### config.mk
export PLATFORM = sky130hd
export DESIGN_NAME = regfile_arbiter
export DESIGN_NICKNAME = d
export VERILOG_FILES = /design/src/rtl/rv32_pkg.sv /design/src/rtl/regfile_arbiter.sv
export SDC_FILE = /design/constraint.sdc
export NUM_CORES = 1
export LEC_CHECK = 0
export ABC_AREA = 1
export CAP_MARGIN = 10
export CORE_MARGIN = 2
export CORE_UTILIZATION = 35
export DETAILED_ROUTE_END_ITERATION = 10
export PLACE_DENSITY = 0.7
export SYNTH_ARGS = -nofsm -noshare
export SYNTH_HDL_FRONTEND = slang
export SYNTH_SLANG_ARGS = --single-unit
### constraint.sdc
create_clock -name clk -period 2 [get_ports clk]
set_clock_uncertainty 0.15 [all_clocks]
set_input_delay 0.6 -clock clk [delete_from_list [all_inputs] [get_ports clk]]
set_output_delay 0.6 -clock clk [all_outputs]
set_load 0.03 [all_outputs]
### src/rtl/rv32_pkg.sv
// Shared RV32 constants and the register-file arbiter state encoding.
package rv32_pkg;

   localparam int XLEN       = 32;
   localparam int REG_ADDR_W = 5;

   typedef enum logic [2:0] {
      IDLE,
      WRITE,
      RD1,
      RD2,
      CAP,
      RSP
   } arb_state_t;

endpackage

### src/rtl/regfile_arbiter.sv
// Arbitrates one writeback port and one two-operand decode read onto a single-ported register file.
// Define REGFILE_ARB_RR_EN for round-robin on simultaneous requests; otherwise writes always win.
module regfile_arbiter
   import rv32_pkg::*;
(
   input  logic                  clk,
   input  logic                  rst,
   input  logic                  wr_valid,
   output logic                  wr_ready,
   input  logic [REG_ADDR_W-1:0] wr_addr,
   input  logic [XLEN-1:0]       wr_data,
   input  logic                  rd_valid,
   output logic                  rd_ready,
   input  logic [REG_ADDR_W-1:0] rs1,
   input  logic [REG_ADDR_W-1:0] rs2,
   output logic                  rsp_valid,
   input  logic                  rsp_ready,
   output logic [XLEN-1:0]       rs1_data,
   output logic [XLEN-1:0]       rs2_data,
   output logic [REG_ADDR_W-1:0] rf_regno,
   output logic [XLEN-1:0]       rf_wdata,
   output logic                  rf_read,
   output logic                  rf_write,
   input  logic [XLEN-1:0]       rf_rdata
);

   arb_state_t            state, next_state;
   logic [REG_ADDR_W-1:0] wr_addr_q, rs1_q, rs2_q;
   logic [XLEN-1:0]       wr_data_q;
   logic                  grant_wr, grant_rd;
`ifdef REGFILE_ARB_RR_EN
   logic                  last_rd;
`endif

   // Grants only in IDLE and never while reset is asserted, so a requester
   // cannot see a handshake that the reset is about to discard.
   always_comb begin
      // NOTE: every combinational output gets a default first so no path leaves it unassigned (no latch).
      grant_wr = 1'b0;
      grant_rd = 1'b0;
      if (state == IDLE && !rst) begin
         if (wr_valid && rd_valid) begin
`ifdef REGFILE_ARB_RR_EN
            grant_wr = last_rd;
            grant_rd = !last_rd;
`else
            grant_wr = 1'b1;
`endif
         end else begin
            grant_wr = wr_valid;
            grant_rd = rd_valid;
         end
      end
   end

   assign wr_ready = grant_wr;
   assign rd_ready = grant_rd;

   always_comb begin
      next_state = state;
      rf_read    = 1'b0;
      rf_write   = 1'b0;
      rf_regno   = '0;
      rf_wdata   = '0;
      rsp_valid  = 1'b0;
      case (state)
         IDLE: begin
            if (grant_wr)      next_state = WRITE;
            else if (grant_rd) next_state = RD1;
         end
         WRITE: begin
            // x0 is hardwired zero: the write is consumed but never reaches the file.
            rf_write   = (wr_addr_q != '0);
            rf_regno   = wr_addr_q;
            rf_wdata   = wr_data_q;
            next_state = IDLE;
         end
         RD1: begin
            rf_read    = 1'b1;
            rf_regno   = rs1_q;
            next_state = RD2;
         end
         RD2: begin
            rf_read    = 1'b1;
            rf_regno   = rs2_q;
            next_state = CAP;
         end
         CAP: next_state = RSP;
         RSP: begin
            rsp_valid = 1'b1;
            if (rsp_ready) next_state = IDLE;
         end
         default: next_state = IDLE;
      endcase
   end

   always_ff @(posedge clk) begin
      // NOTE: sequential state uses non-blocking assignments so every register samples pre-edge values.
      if (rst) begin
         state     <= IDLE;
         wr_addr_q <= '0;
         wr_data_q <= '0;
         rs1_q     <= '0;
         rs2_q     <= '0;
         rs1_data  <= '0;
         rs2_data  <= '0;
`ifdef REGFILE_ARB_RR_EN
         last_rd   <= 1'b1;
`endif
      end else begin
         state <= next_state;
         if (grant_wr) begin
            wr_addr_q <= wr_addr;
            wr_data_q <= wr_data;
         end
         if (grant_rd) begin
            rs1_q <= rs1;
            rs2_q <= rs2;
         end
         // rf_rdata lags rf_read by one cycle: RD2 sees rs1's value, CAP sees rs2's.
         if (state == RD2) rs1_data <= (rs1_q == '0) ? '0 : rf_rdata;
         if (state == CAP) rs2_data <= (rs2_q == '0) ? '0 : rf_rdata;
`ifdef REGFILE_ARB_RR_EN
         if (grant_wr)      last_rd <= 1'b0;
         else if (grant_rd) last_rd <= 1'b1;
`endif
      end
   end

endmodule

* Yosys cells after proc, flatten, opt, wreduce, memory -nomap -nowiden
Index checks and enable logic that the tools add are counted.
Word-level totals: output and inout port bits 106, logic and storage cells 38, register bits after elaboration 114, bits of input ports 84
Cells by class: reductions and logical operators 9, eq/ne operators 7, mux-type cells 15
Operators by type and width (count):
- $mux W32 | 3
- $pmux W3 S5 | 1
- $pmux W5 S3 | 1
- $logic_not A5 Y1 | 2
- $mux W3 | 3
- $mux W1 | 7
- $eq A3 B2 Y1 const B | 2
- $eq A3 B3 Y1 const B | 2
- $reduce_bool A5 Y1 | 1
- $eq A3 B1 Y1 const B | 1
- $logic_not A3 Y1 | 1
- $ne A3 B3 Y1 const B | 1
- $logic_and A1 B1 Y1 | 2
- $ne A2 B2 Y1 const B | 1
- $reduce_and A2 Y1 | 1
- $reduce_or A2 Y1 | 1
- $logic_not A1 Y1 | 1

* Longest topological paths before layout
Gate-level depths: netlist of run 1.
depth in word-level cells 6, gate-level depth with buffers 7, mapped depth without buffers 7

* Worst setup path after synthesis of run 1
Ideal clock, no wire load.
kind register to output, from register state[0], to output rf_wdata[10], arrival time 1.234 ns, setup slack 0.016 ns, path buffers 1, stages on the path, launching flop included 4, data required time 1.250 ns, path through dfxtp_1 nand3_2 buf_2 nor2_1
On the way: word-level cells in the longest chain between the ends 2
RTL lines:
- start: declaration | RTL line regfile_arbiter.sv:27 | arb_state_t state, next_state;
- start signal: assignment | RTL line regfile_arbiter.sv:111 | state <= next_state;
- $eq A3 B1 Y1 | RTL line regfile_arbiter.sv:66 | case (state)
- $mux W32 | RTL line regfile_arbiter.sv:66
- end: declaration | RTL line regfile_arbiter.sv:21 | output logic [XLEN-1:0] rf_wdata,
Every way passes these cells.

* Worst setup path after layout of run 1
from register state[0], to output rf_regno[2]
On the way: word-level cells in the longest chain between the ends 2
RTL lines:
- $eq A3 B2 Y1 or $eq A3 B1 Y1 (tied branches) | RTL line regfile_arbiter.sv:66
- $pmux W5 S3 * | RTL line regfile_arbiter.sv:66
- end: declaration | RTL line regfile_arbiter.sv:20 | output logic [REG_ADDR_W-1:0] rf_regno,
Every way passes the cells marked *; elsewhere a longest branch is shown, timed or not.

==> flow_metrics.py, run 1 <==
metrics = {
    "timing": {
        "maxSlewViolCount": 0,
        "tightest_slew_ns": 0.6116,
        "max_freq_mhz": 450.5,
        "final-hold-violation-count": 0,
        "layout_setup_ws_ns": -0.2197,
        "post-route-period-util": 1.110,
        "rsz0062_at_grt": "yes",
        "relSlewSlack": 0.5923,
        "timing.setup.tns_ns": -7.076,
        "setup_viol_count_final": 41,
        "min_period_ns": 2.220,
    },
    "logic_synthesis": {
        "synthSimpleGateAreaFrac": 0.1426,
        "netlist_area_um2": 4624,
        "synth_mux_area_frac": 0,
        "synth_largest_area_cell": "dfxtp_1",
        "synth_xor_area_frac": 0,
        "seq_area_frac_synth": 0.4935,
        "synth_top_family_by_area": "compound AO/OA/AOI/OAI gates",
        "yosysWarnings": 0,
        "avgSynthCellArea_um2": 7.959,
        "synth_top_area_frac": 0.4935,
        "yosysMostFrequentCell": "dfxtp_1",
        "synth.top_cells.by_area": "dfxtp_1, o21ai_1, a21oi_1, nand2_1, a21oi_2",
        "synthAdderAreaFrac": 0,
        "synth_edf_count": 0,
        "synth_nets": 665,
        "yosys_register_bits": 114,
        "netlist_instances": 581,
        "synth.distinct_cells": 27,
        "ys_dominant_reg_cell": "dfxtp_1",
        "synth_compound_area_frac": 0.2630,
        "async_flop_share": 0,
        "synthTopCellsByCount": "dfxtp_1, nand2_1, o21ai_1",
    },
    "global_routing": {
        "antenna_found_initial": 0,
        "grt_max_degree": 67,
        "grt_pass1_wl_um": 22320,
        "first_global_vias": 4548,
        "grt_usage": 0.1955,
        "overflow": 0,
    },
    "clocking": {
        "cts_tree": "yes",
        "htreeDepth": 4,
        "cts_buffers": 17,
        "cts-root-buf": "clkbuf_16",
        "clkTransAtPathRegs_ns": 0.05,
        "clock_latency_ns": 0.40,
        "cts_buffer_depth": 2,
        "hold_buffers": 0,
        "numClockSinks": 114,
    },
    "placed_design": {
        "gp_congestion": 0.8184,
        "dp_cells": 921,
        "place.port_buffers": 189,
        "place_hpwl_um": 9354,
    },
    "power": {
        "pwr_density_cell_nw_per_um2": 951.3,
        "p_total_mw": 7.040,
        "switchingPower_mw": 1.882,
        "internal_power_mw": 5.158,
        "power_leakage_nw": 3.223,
        "clkPwrFrac": 0.457,
        "pwr-share-seq": 0.355,
        "ir_drop_mv": 0.6174,
        "comb_power_share": 0.188,
        "power.share.switching": 0.2673,
    },
    "die": {
        "num_rows": 41,
        "die_h_um": 118.9,
        "dieArea_um2": 14150,
        "start_util": 0.3620,
        "core-area_um2": 12770,
        "pin_count": 190,
        "die_x_um": 118.9,
    },
    "setup_path": {
        "required_ns": 1.25,
        "crit_slowest_cell": "dfxtp_4",
        "cp_cell_sequence": "buf_6, nand3_4, inv_4, nand2_1, o211ai_1, buf_4",
        "worstSetupPathType": "reg2out",
        "worst_setup_path_end_kind": "output port",
        "critPathLaunchType": "flip-flop",
        "cp.arrival_ns": 1.47,
        "cp_slowest_stage_delay_ns": 0.38,
        "crit_fanout": 4,
        "worst-r2r-cell-count": 8,
    },
    "min_path": {
        "worst_hold_path.num_cells": 2,
        "hold_path_class": "reg2reg",
    },
    "detailed_routing": {
        "routed_via_density": 4.804,
        "drt_iter0_markers": 188,
        "wl_per_cell_um": 14.16,
        "drc_errors": 0,
        "vias": 4636,
        "drt-pass1-iter-count": 4,
        "wirelength_um": 13660,
        "ant_nets": 0,
    },
    "finish": {
        "n_antenna_cell": 0,
        "final_core_util": 0.5794,
        "layoutNonFillerInstCount": 965,
        "fillers": 1162,
        "area_growth_pct": 60.04,
        "post_route_cells_drive_above_1_share": 0.2144,
        "final_nets": 864,
    },
    "run_status": {
        "violations": "negative setup slack",
        "status": "complete, but fails checks",
    },
    "job": {
        "cap_violations": 0,
    },
}
-- power groups by stage --
stage | combinational [mW] | clock (mW) | sequential (mW)
CTS | 1.30 | 3.30 | 2.50
detailed placement | 1.27 | 0 | 2.54
finish | 1.32 | 3.22 | 2.50
global route | 1.45 | 3.40 | 2.51
floorplan | 0.640 | 0 | 2.65
global placement | 1.25 | 0 | 2.53
-- stage by stage --
stage | setup WS (ns) | hold WS, ns | instance area, um2
6_report | -0.2197 | 0.3017 | 7401
5_1_grt | -0.2831 | 0.3196 | 7401
4_1_cts | -0.2812 | 0.3058 | 7313
3_5_place_dp | -0.3352 | 0.2968 | 6565
3_3_place_gp | -0.3578 | 0.2898 | 6565
2_1_floorplan | 0.01648 | 0.2800 | 4624
-- sequential cells by signal, summed over array words and instances, names as in the netlist --
| name | count |
|---|---|
| rs1_data | 32 |
| rs2_data | 32 |
| wr_data_q | 32 |
| rs1_q | 5 |
| rs2_q | 5 |
| wr_addr_q | 5 |
| state | 3 |
-- layer usage --
metal,vias up,global-route usage,share of wire
li1,2322,-,-
met1,2119,0.2352,0.43
met2,181,0.3114,0.47
met3,14,0.08716,0.089
met4,0,0.06399,0.0097
met5,-,0,0
-- cell usage in the layout, fill, tap and decap left out, types with 2 or more instances in the layout --
cell type,netlist,final
o21ai_0,26,26
clkinvlp_4,0,2
inv_2,7,7
o221ai_2,0,2
nand3_2,2,2
buf_12,0,5
o21ai_1,84,84
bufinv_16,0,3
nand3_1,6,5
nor2_1,58,53
nand2_1,84,81
inv_1,42,39
clkbuf_8,0,7
nand2_2,0,2
a31oi_1,2,2
nor2_4,1,3
dfxtp_4,0,2
inv_4,1,3
nor3_1,2,2
nand3_4,1,2
nor2_2,0,3
buf_6,12,20
a21oi_2,30,30
dfxtp_1,114,111
clkbuf_16,0,17
a21oi_1,70,70
buf_4,3,51
clkdlybuf4s50_1,0,80
dlygate4sd2_1,0,67
-- path summary, 6_finish.rpt --
check	start	end	slack (ns)
worst max register to register	state[0]$_SDFFE_PP0P_	rs1_data[16]$_SDFFE_PP0N_	0.21
worst max-delay path	state[0]$_SDFFE_PP0P_	rf_regno[2]	-0.22
worst min-delay path	wr_data_q[7]$_SDFFE_PP0P_	wr_data_q[7]$_SDFFE_PP0P_	0.30
worst min register to register	wr_data_q[7]$_SDFFE_PP0P_	wr_data_q[7]$_SDFFE_PP0P_	0.30
-- logic make-up after synthesis --
logic type | count (synthesis)
AOI/OAI and AO/OA | 217
and+or+nand+nor | 157
buffers and inverters | 93
DFF | 114
-- critical path: cells and delay by family, from the launching register on --
| kind | cells | cell delay (ns) |
|---|---|---|
| AND/OR/NAND/NOR | 2 | 0.16 |
| buffers and inverters | 3 | 0.42 |
| flip-flops | 1 | 0.38 |
| AO/OA/AOI/OAI | 1 | 0.11 |
-- area by class of cell --
cell class	instances	area [um2]	share of cell area
sequential	114	2291	0.3096
clock inverter	7	118.9	0.01606
timing repair buffer	223	2096	0.2832
clock buffer	25	525.5	0.07101
tap	172	215.2	0.02908
inverter	50	202.7	0.02739
multi-input combinational	374	1952	0.2637
-- what timing repair did --
item,in CTS,in global routing
setup endpoints to repair,105,42
pin swaps,8,5
resized for setup,107,14
hold endpoints to repair,0,0
setup buffers,7,5
No activity file was read; power rests on OpenSTA's default activity.
==> run 2: changes to the inputs <==
PLACE_DENSITY = 0.73   (was 0.7)
SKIP_LAST_GASP = 1   (was unset)
TNS_END_PERCENT = 100   (was unset)
clock period = 1.9 ns   (was 2 ns; I/O delays follow)
==> flow_metrics.py, run 2 (synthesis results as in run 1) <==
metrics = {
    "power": {
        "ir_drop_mv": 0.4321,
        "pwr_density_cell_nw_per_um2": 988.6,
        "power_leakage_nw": 3.055,
        "p_total_mw": 7.305,
    },
    "setup_path": {
        "crit_fanout": 4,
        "worst-r2r-cell-count": 8,
        "worstSetupPathType": "reg2out",
        "cp.arrival_ns": 1.44,
        "worst_setup_path_end_kind": "output port",
        "required_ns": 1.18,
        "critPathLaunchType": "flip-flop",
        "r2r-end": "rs1_data[7]$_SDFFE_PP0N_",
        "startpoint": "state[1]$_SDFFE_PP0P_",
        "rrSetupSlack_ns": 0.10,
        "r2r_start": "state[0]$_SDFFE_PP0P_",
    },
    "timing": {
        "layout_setup_ws_ns": -0.2593,
        "post-route-period-util": 1.136,
        "final-hold-violation-count": 0,
        "maxSlewViolCount": 0,
        "rsz0062_at_grt": "yes",
        "tightest_slew_ns": 0.4703,
        "setup_viol_count_final": 42,
        "min_period_ns": 2.159,
        "relSlewSlack": 0.6864,
        "whs_ns": 0.3020,
        "max_freq_mhz": 463.1,
    },
    "detailed_routing": {
        "routed-wl-met2_um": 6493,
        "routed_via_density": 4.707,
        "drt_iter0_markers": 239,
        "wl_met3_um": 1063,
        "dr.max_layer_used": "met4",
        "wl_per_cell_um": 13.86,
        "drt-pass1-iter-count": 4,
        "ant_nets": 0,
        "vias": 4542,
        "wl_met1_um": 5713,
        "wirelength_um": 13380,
        "drc_errors": 0,
    },
    "placed_design": {
        "place.port_buffers": 189,
        "gp_congestion": 0.8281,
        "place_hpwl_um": 9308,
    },
    "clocking": {
        "clkTransAtPathRegs_ns": 0.05,
        "htreeDepth": 4,
        "cts_tree": "yes",
        "cts_buffer_depth": 2,
        "numClockSinks": 114,
        "hold_buffers": 0,
        "cts_buffers": 17,
        "clock_latency_ns": 0.40,
        "cts-root-buf": "clkbuf_16",
    },
    "die": {
        "die_h_um": 118.9,
        "die_x_um": 118.9,
        "num_rows": 41,
        "pin_count": 190,
        "core-area_um2": 12770,
        "start_util": 0.3620,
        "dieArea_um2": 14150,
    },
    "run_status": {
        "status": "complete, but fails checks",
        "violations": "negative setup slack",
    },
    "min_path": {
        "min_from": "wr_data_q[5]$_SDFFE_PP0P_",
        "hold_end": "wr_data_q[5]$_SDFFE_PP0P_",
        "hold_path_class": "reg2reg",
        "worst_hold_path.num_cells": 2,
    },
    "global_routing": {
        "grt_max_degree": 76,
        "grt_pass1_wl_um": 21650,
        "overflow": 0,
        "antenna_found_initial": 0,
        "first_global_vias": 4465,
        "grt_usage": 0.1874,
    },
    "finish": {
        "mostFrequentLayoutCells": "dfxtp_1, o21ai_1, nand2_1",
        "reg.largest.list": "rs1_data: 32 flops, rs2_data: 32 flops, wr_data_q: 32 flops",
        "area_growth_pct": 59.79,
        "regArea_um2": 2291,
        "final_core_util": 0.5785,
        "final_common_cell": "dfxtp_1",
        "multiInputGateArea_um2": 1948,
        "post_route_cells_drive_above_1_share": 0.2194,
        "n_antenna_cell": 0,
        "fillers": 1171,
        "final_nets": 866,
    },
    "job": {
        "cap_violations": 0,
    },
}
## run 2: changes by cell type in the layout (fill, tap and decap cells not counted), sizes merged
cell,before,now
clkinv,2,1
clkdlybuf4s15,0,37
clkbuf,25,34
buf,76,78
dlygate4sd2,67,22
clkinvlp,2,0
## run 2: stage by stage
stage / setup TNS [ns] / cell area (um2) / setup slack [ns] / instances
floorplan: -1.625 / 4624 / -0.05352 / 581
global placement: -31.36 / 6618 / -0.3781 / 928
detailed placement: -33.00 / 6618 / -0.4180 / 928
CTS: -9.211 / 7296 / -0.2944 / 961
global route: -12.28 / 7390 / -0.3387 / 965
finish: -8.958 / 7390 / -0.2593 / 965
## run 2: where the power goes
part | switching [mW] | internal (mW)
Combinational | 0.826 | 0.582
Sequential | 0.0793 | 2.56
Clock | 1.00 | 2.25
## run 2: critical path, cell delays in order (launching register included)
cell	delay (ns)
dfxtp_4	0.36
inv_4	0.09
nand3_4	0.11
buf_6	0.15
o211ai_1	0.16
buf_4	0.19
## run 2: how the worst max path moves through the flow
stage	to	slack, ns
floorplan	rf_wdata[10]	-0.05
global route	rf_regno[2]	-0.34
CTS	rf_regno[2]	-0.29
global placement	rs1_data[13]$_SDFFE_PP0N_	-0.38
detailed placement	rs1_data[7]$_SDFFE_PP0N_	-0.42
finish	rf_regno[2]	-0.26
## run 2: per-layer routing
| layer | global-route usage | up-vias |
|---|---|---|
| li1 | - | 2323 |
| met4 | 0.07813 | 0 |
| met1 | 0.2232 | 2056 |
| met2 | 0.3032 | 154 |
| met3 | 0.07040 | 9 |
| met5 | 0 | - |
## run 2: layout make-up
| type | count | area share |
|---|---|---|
| Clock inverter | 4 | 0.01287 |
| Sequential cell | 114 | 0.3100 |
| Inverter | 50 | 0.02675 |
| Timing Repair Buffer | 225 | 0.2873 |
| Multi-Input combinational cell | 374 | 0.2636 |
| Clock buffer | 26 | 0.07027 |
| Tap cell | 172 | 0.02912 |
## run 2: what timing repair did
| item | in CTS | in global routing |
|---|---|---|
| pin swaps | 8 | 4 |
| endpoints found under the setup margin | 107 | 94 |
| resized for setup | 107 | 62 |
| setup buffers | 3 | 4 |
